--- src/rtl/ldst_io_bridge.sv ---
// Load/store bridge: routes CPU accesses to data memory or local I/O
// (switches, LEDs, interval timer) with a uniform one-cycle read latency.
module ldst_io_bridge #(
  parameter int unsigned    IW       = 32,
  parameter logic [IW-1:0]  MEM_TOP  = 32'h8000,
  parameter logic [IW-1:0]  SW_ADDR  = 32'hA000,
  parameter logic [IW-1:0]  LED_ADDR = 32'hA010,
  parameter logic [IW-1:0]  TMR_BASE = 32'hA020
) (
  input  logic          clk,
  input  logic          reset,
  input  logic [IW-1:0] i_ldst_addr,
  input  logic          i_ldst_rd,
  input  logic          i_ldst_wr,
  input  logic [IW-1:0] i_ldst_wrdata,
  input  logic [3:0]    i_ldst_byte_en,
  output logic [IW-1:0] o_ldst_rddata,
  output logic [IW-1:0] o_mem_addr,
  output logic          o_mem_rd,
  output logic          o_mem_wr,
  output logic [IW-1:0] o_mem_wrdata,
  output logic [3:0]    o_mem_byte_en,
  input  logic [IW-1:0] i_mem_rddata,
  input  logic [7:0]    i_sw,
  output logic [7:0]    o_ledr
);

  localparam logic [IW-1:0] CNT_ADDR = TMR_BASE;
  localparam logic [IW-1:0] CTL_ADDR = TMR_BASE + IW'(4);
  localparam logic [IW-1:0] PER_ADDR = TMR_BASE + IW'(8);

  typedef enum logic [1:0] {
    SEL_ZERO = 2'd0,
    SEL_MEM  = 2'd1,
    SEL_IO   = 2'd2
  } rd_sel_e;

  logic [IW-3:0] wa;
  logic          hit_mem;
  logic          hit_sw;
  logic          hit_led;
  logic          hit_cnt;
  logic          hit_ctl;
  logic          hit_per;
  logic          hit_io;
  logic          rd_ok;
  logic          wr_ok;

  logic [7:0]    sw_s1_q;
  logic [7:0]    sw_s2_q;
  logic [7:0]    led_q;
  logic [7:0]    led_d;
  logic [IW-1:0] cnt_q;
  logic [IW-1:0] cnt_d;
  logic [IW-1:0] per_q;
  logic [IW-1:0] per_d;
  logic          en_q;
  logic          en_d;
  logic          ovf_q;
  logic          ovf_d;
  logic          wrap;

  rd_sel_e       rd_sel_q;
  rd_sel_e       rd_sel_d;
  logic [IW-1:0] io_q;
  logic [IW-1:0] io_d;
  logic [IW-1:0] io_val;

  function automatic logic [IW-1:0] bmerge(
    input logic [IW-1:0] old_v,
    input logic [IW-1:0] new_v,
    input logic [3:0]    be
  );
    logic [IW-1:0] r;
    r = old_v;
    for (int b = 0; b < 4; b++) begin
      if (be[b]) r[8*b +: 8] = new_v[8*b +: 8];
    end
    return r;
  endfunction

  // Address decode
  assign wa      = i_ldst_addr[IW-1:2];
  assign hit_mem = i_ldst_addr < MEM_TOP;
  assign hit_sw  = wa == SW_ADDR[IW-1:2];
  assign hit_led = wa == LED_ADDR[IW-1:2];
  assign hit_cnt = wa == CNT_ADDR[IW-1:2];
  assign hit_ctl = wa == CTL_ADDR[IW-1:2];
  assign hit_per = wa == PER_ADDR[IW-1:2];
  assign hit_io  = hit_sw | hit_led | hit_cnt
                 | hit_ctl | hit_per;

  // Strobes are dead while reset is held
  assign rd_ok = i_ldst_rd & ~reset;
  assign wr_ok = i_ldst_wr & ~reset;

  assign o_mem_addr    = i_ldst_addr;
  assign o_mem_wrdata  = i_ldst_wrdata;
  assign o_mem_byte_en = i_ldst_byte_en;
  assign o_mem_rd      = rd_ok & hit_mem;
  assign o_mem_wr      = wr_ok & hit_mem;
  assign o_ledr        = led_q;

  always_comb begin
    led_d = led_q;
    if (wr_ok && hit_led && i_ldst_byte_en[0]) begin
      led_d = i_ldst_wrdata[7:0];
    end
  end

  // Timer: a CPU write overrides the count step, a wrap overrides OVF clear
  always_comb begin
    wrap  = en_q & (cnt_q == per_q);
    cnt_d = cnt_q;
    per_d = per_q;
    en_d  = en_q;
    ovf_d = ovf_q;
    if (en_q) begin
      cnt_d = wrap ? '0 : cnt_q + IW'(1);
    end
    if (wr_ok && hit_cnt) begin
      cnt_d = bmerge(cnt_q, i_ldst_wrdata, i_ldst_byte_en);
    end
    if (wr_ok && hit_per) begin
      per_d = bmerge(per_q, i_ldst_wrdata, i_ldst_byte_en);
    end
    if (wr_ok && hit_ctl) begin
      en_d = i_ldst_wrdata[0];
      if (i_ldst_wrdata[1]) ovf_d = 1'b0;
    end
    if (wrap) ovf_d = 1'b1;
  end

  always_comb begin
    io_val = '0;
    unique case (1'b1)
      hit_sw:  io_val = {{(IW-8){1'b0}}, sw_s2_q};
      hit_led: io_val = {{(IW-8){1'b0}}, led_q};
      hit_cnt: io_val = cnt_q;
      hit_ctl: io_val = {{(IW-2){1'b0}}, ovf_q, en_q};
      hit_per: io_val = per_q;
      default: io_val = '0;
    endcase
  end

  always_comb begin
    rd_sel_d = rd_sel_q;
    io_d     = io_q;
    if (rd_ok) begin
      if (hit_mem) begin
        rd_sel_d = SEL_MEM;
      end else if (hit_io) begin
        rd_sel_d = SEL_IO;
        io_d     = io_val;
      end else begin
        rd_sel_d = SEL_ZERO;
      end
    end
  end

  always_ff @(posedge clk) begin
    if (reset) begin
      sw_s1_q  <= '0;
      sw_s2_q  <= '0;
      led_q    <= '0;
      cnt_q    <= '0;
      per_q    <= '0;
      en_q     <= 1'b0;
      ovf_q    <= 1'b0;
      rd_sel_q <= SEL_ZERO;
      io_q     <= '0;
    end else begin
      sw_s1_q  <= i_sw;
      sw_s2_q  <= sw_s1_q;
      led_q    <= led_d;
      cnt_q    <= cnt_d;
      per_q    <= per_d;
      en_q     <= en_d;
      ovf_q    <= ovf_d;
      rd_sel_q <= rd_sel_d;
      io_q     <= io_d;
    end
  end

  always_comb begin
    o_ldst_rddata = '0;
    unique case (rd_sel_q)
      SEL_MEM:  o_ldst_rddata = i_mem_rddata;
      SEL_IO:   o_ldst_rddata = io_q;
      default:  o_ldst_rddata = '0;
    endcase
  end

endmodule

--- config.mk ---
export PLATFORM = sky130hd
export DESIGN_NAME = ldst_io_bridge
export DESIGN_NICKNAME = d
export VERILOG_FILES = /design/src/rtl/ldst_io_bridge.sv
export SDC_FILE = /design/constraint.sdc
export NUM_CORES = 1
export LEC_CHECK = 0
export BUFFER_PORTS_ARGS = -buffer_cell sky130_fd_sc_hd__clkbuf_2
export CAP_MARGIN = 20
export CORE_MARGIN = 10
export CORE_UTILIZATION = 40
export DETAILED_ROUTE_END_ITERATION = 10
export PLACE_DENSITY = 0.7
export SLEW_MARGIN = 30
export SYNTH_ARGS = -nofsm -noshare
export SYNTH_HDL_FRONTEND = slang
export SYNTH_SLANG_ARGS = --single-unit
--- constraint.sdc ---
create_clock -name clk -period 2.65 [get_ports clk]
set_clock_uncertainty 0.15 [all_clocks]
set_input_delay 0.53 -clock clk [delete_from_list [all_inputs] [get_ports clk]]
set_output_delay 0.53 -clock clk [all_outputs]
set_load 0.01 [all_outputs]
==> results by group <==
Status
  – Status: completed

Setup path
  – Setup crit end: cnt_q[24]
  – Reg-to-Reg End: cnt_q[24]
  – Reg2reg path depth: 8
  – Reg-to-reg slack, setup: 0.14 ns
  – Crit path launch type: register
  – Crit Path Class: register to register
  – WP data required: 2.77 ns
  – Worst R2R Start: per_q[7]
  – Crit end category: register
  – Worst EP arrival: 2.63 ns
  – Critical path fanouts, max: 23
  – Crit path from: per_q[7]

Final layout
  – NumNets Final: 1153
  – Commonest non-fill, non-tap cell in the layout: clkbuf_2
  – Post-route insts no fill: 1278
  – Most frequent cells in the layout: 216 x clkbuf_2, 126 x nor2_1, 124 x dfxtp_1
  – Inserted Diodes: 0
  – Fillers: 1719
  – Share of layout cells above drive strength 1: 0.337
  – Area Overhead vs Synth: 24.1%

STA
  – Final setup violation count: 0
  – Worst-Margin Slew: 0.837 ns
  – Max transition margin: 0.442
  – Min cycle time layout: 2.51 ns
  – F_max: 398 MHz
  – Count of final hold-check violations: 0
  – RSZ-0062 raised after global routing: no
  – Final period util: 0.947
  – Pins Over Slew Limit: 0

Global route
  – Top Usage Layer GRT: met2
  – Total gr overflow: 0
  – Met2 usage: 0.303
  – First-pass GRT wire length: around 38 mm
  – GR Util All Layers: 0.193
  – Pin count of the biggest net entering global routing: 83
  – Vias in the first global route: 6810
  – Met1 Use GR: 0.251
  – Initial antenna violation count: 0
  – Met3 usage: 0.0485

Placed design
  – Placed cells: 1248
  – GP Congestion: 0.919
  – Hpwl dp: 18.3 mm
  – Number of port buffers: 217

Die
  – Core footprint: 0.0180 mm²
  – Starting Density: 0.407
  – Row Count: 49
  – Die height: 155 µm
  – Die Wd: 155 µm
  – Die area: 0.0241 mm²
  – Top Ports: 222

Yosys
  – Seq cells post-synth: 124
  – Yosys warns: 0
  – Count of cell types in the netlist: 53
  – Cell Area, Synth: 0.00732 mm²
  – Instance count of the mapped netlist: 868
  – Post-Syn Area per Cell: approximately 8.4 µm²
  – Synth Flop Type: dfxtp_1
  – Sequential share of the synthesized area: 0.339
  – Syn nets: 983
  – Count of flip-flops with a built-in enable after synthesis: 0
  – Fraction of registers with async set or reset after synthesis: 0

CTS
  – Cell chosen for the clock root: clkbuf_16
  – Setup repair bufs after CTS: 0
  – Total CTS buffers: 17
  – CTS tree: yes
  – H-tree lvl count: 4
  – Clock transition at path regs: 0.06 ns
  – Clock Sinks: about 120
  – Clk_lat worst skew: 0.43 ns
  – CTS Buffer Depth: 2

Drt
  – Post-route ant nets: 0
  – Drt first pass iters: 7
  – Iteration-0 DRC Markers: 710
  – # DRC: 0
  – Total wire length: about 24 mm
  – WL/cell: around 19 µm
  – Vias/cell: 5.54
  – Via count: 7081

Pwr
  – Worst VDD drop: 0.477 mV
  – Clock power share: 0.522
  – Cell Pwr Density: 508 mW/mm²
  – Seq pwr share: 0.408
  – Static leakage: 3.96 nW
  – Logic pwr share: 0.069
  – Switching share of total power: 0.229
  – P_sw: 1.05 mW
  – Cell Int Power: 3.56 mW
  – Total power: 4.61 mW

Min path
  – Worst hold path depth: 2
  – Hold Crit Class: primary input to register

Run
  – Max-cap violations: 0
## how the worst min path moves through the flow
stage | startpoint | endpoint | slack, ns
floorplan | sw_s1_q[0] | sw_s2_q[0] | 0.26
global route | i_sw[7] | sw_s1_q[7] | 0.16
global placement | sw_s1_q[6] | sw_s2_q[6] | 0.27
detailed placement | sw_s1_q[6] | sw_s2_q[6] | 0.27
CTS | i_sw[0] | sw_s1_q[0] | 0.15
finish | i_sw[0] | sw_s1_q[0] | 0.16
## through the flow
stage                     instance area, µm²  hold slack, ns  setup TNS (ns)  worst slack [ns]   util
final                                   9080           0.164               0             0.140  0.505
after global routing                    9080           0.164               0            0.0508  0.505
after CTS                               9070           0.154               0             0.122  0.505
after detailed placement                8460           0.274          -0.398           -0.0640  0.471
after global placement                  8460           0.266        -0.00847          -0.00847  0.471
after floorplan                         7320           0.264               0             0.280      -
## synthesized netlist by cell type (17+ instances only)
cell      count  area (µm²)
nor2_1      126         473
dfxtp_1     124        2480
buf_4        70         526
nor3_1       44         220
a22oi_1      40         300
nand2_1      36         135
clkbuf_1     35         131
a221oi_1     32         280
mux2i_1      32         320
xor2_1       28         245
nand3_1      26         130
a31oi_1      20         125
inv_1        20        75.1
nor2b_1      19         119
a211oi_1     18         135
buf_2        18        90.1
nand4_1      17         106
nor4_1       17         106
## flip-flops by register name, indices dropped and copies added, names as in the netlist
register	flops
per_q	32
rd_sel_q	2
ovf_q	1
o_ledr	8
en_q	1
sw_s2_q	8
cnt_q	32
io_q	32
sw_s1_q	8
## kinds of logic after synthesis
family          Yosys count  synth area share
fa+ha+maj                 3           0.00513
flops                   124             0.339
buf+inv                 153             0.125
compound gates          175             0.181
xor+xnor                 43            0.0515
mux                      40            0.0561
simple gates            330             0.242
## critical path, stage by stage (launching register included)
cell and delay (ns):
dfxtp_1 0.34, xor2_1 0.17, nor4_1 0.33, buf_4 0.17, nand4_1 0.09, or4_4 0.61, buf_12 0.19, a31oi_1 0.20
o32ai_1 0.11
## area by class of cell
class	count	area (µm²)	share of cell area
Clock buffer	20	467	0.0514
Clock inverter	10	141	0.0156
Inverter	20	75.1	0.00827
Multi-Input combinational cell	591	3930	0.433
Sequential cell	124	2480	0.273
Tap cell	229	287	0.0316
Timing Repair Buffer	284	1690	0.186
## power groups by stage
stage	registers, mW	logic [mW]	clock network (mW)
after floorplan	1.92	0.186	0
after global placement	1.92	0.318	0
after detailed placement	1.92	0.321	0
after CTS	1.88	0.322	2.43
after global routing	1.88	0.344	2.50
final	1.88	0.320	2.41
## metal layers
layer / vias to the layer above / wire (µm)
met5: - / 0
met4: 0 / 502
met3: 43 / 1980
met2: 325 / 11200
met1: 3284 / 10300
li1: 3429 / -
## timing repair
item	4_1_cts	5_1_grt
resized for setup	0	1
hold buffers	0	0
setup endpoints to repair	0	11
endpoints found under the hold margin	0	0
Power figures use the tool's default switching activity.
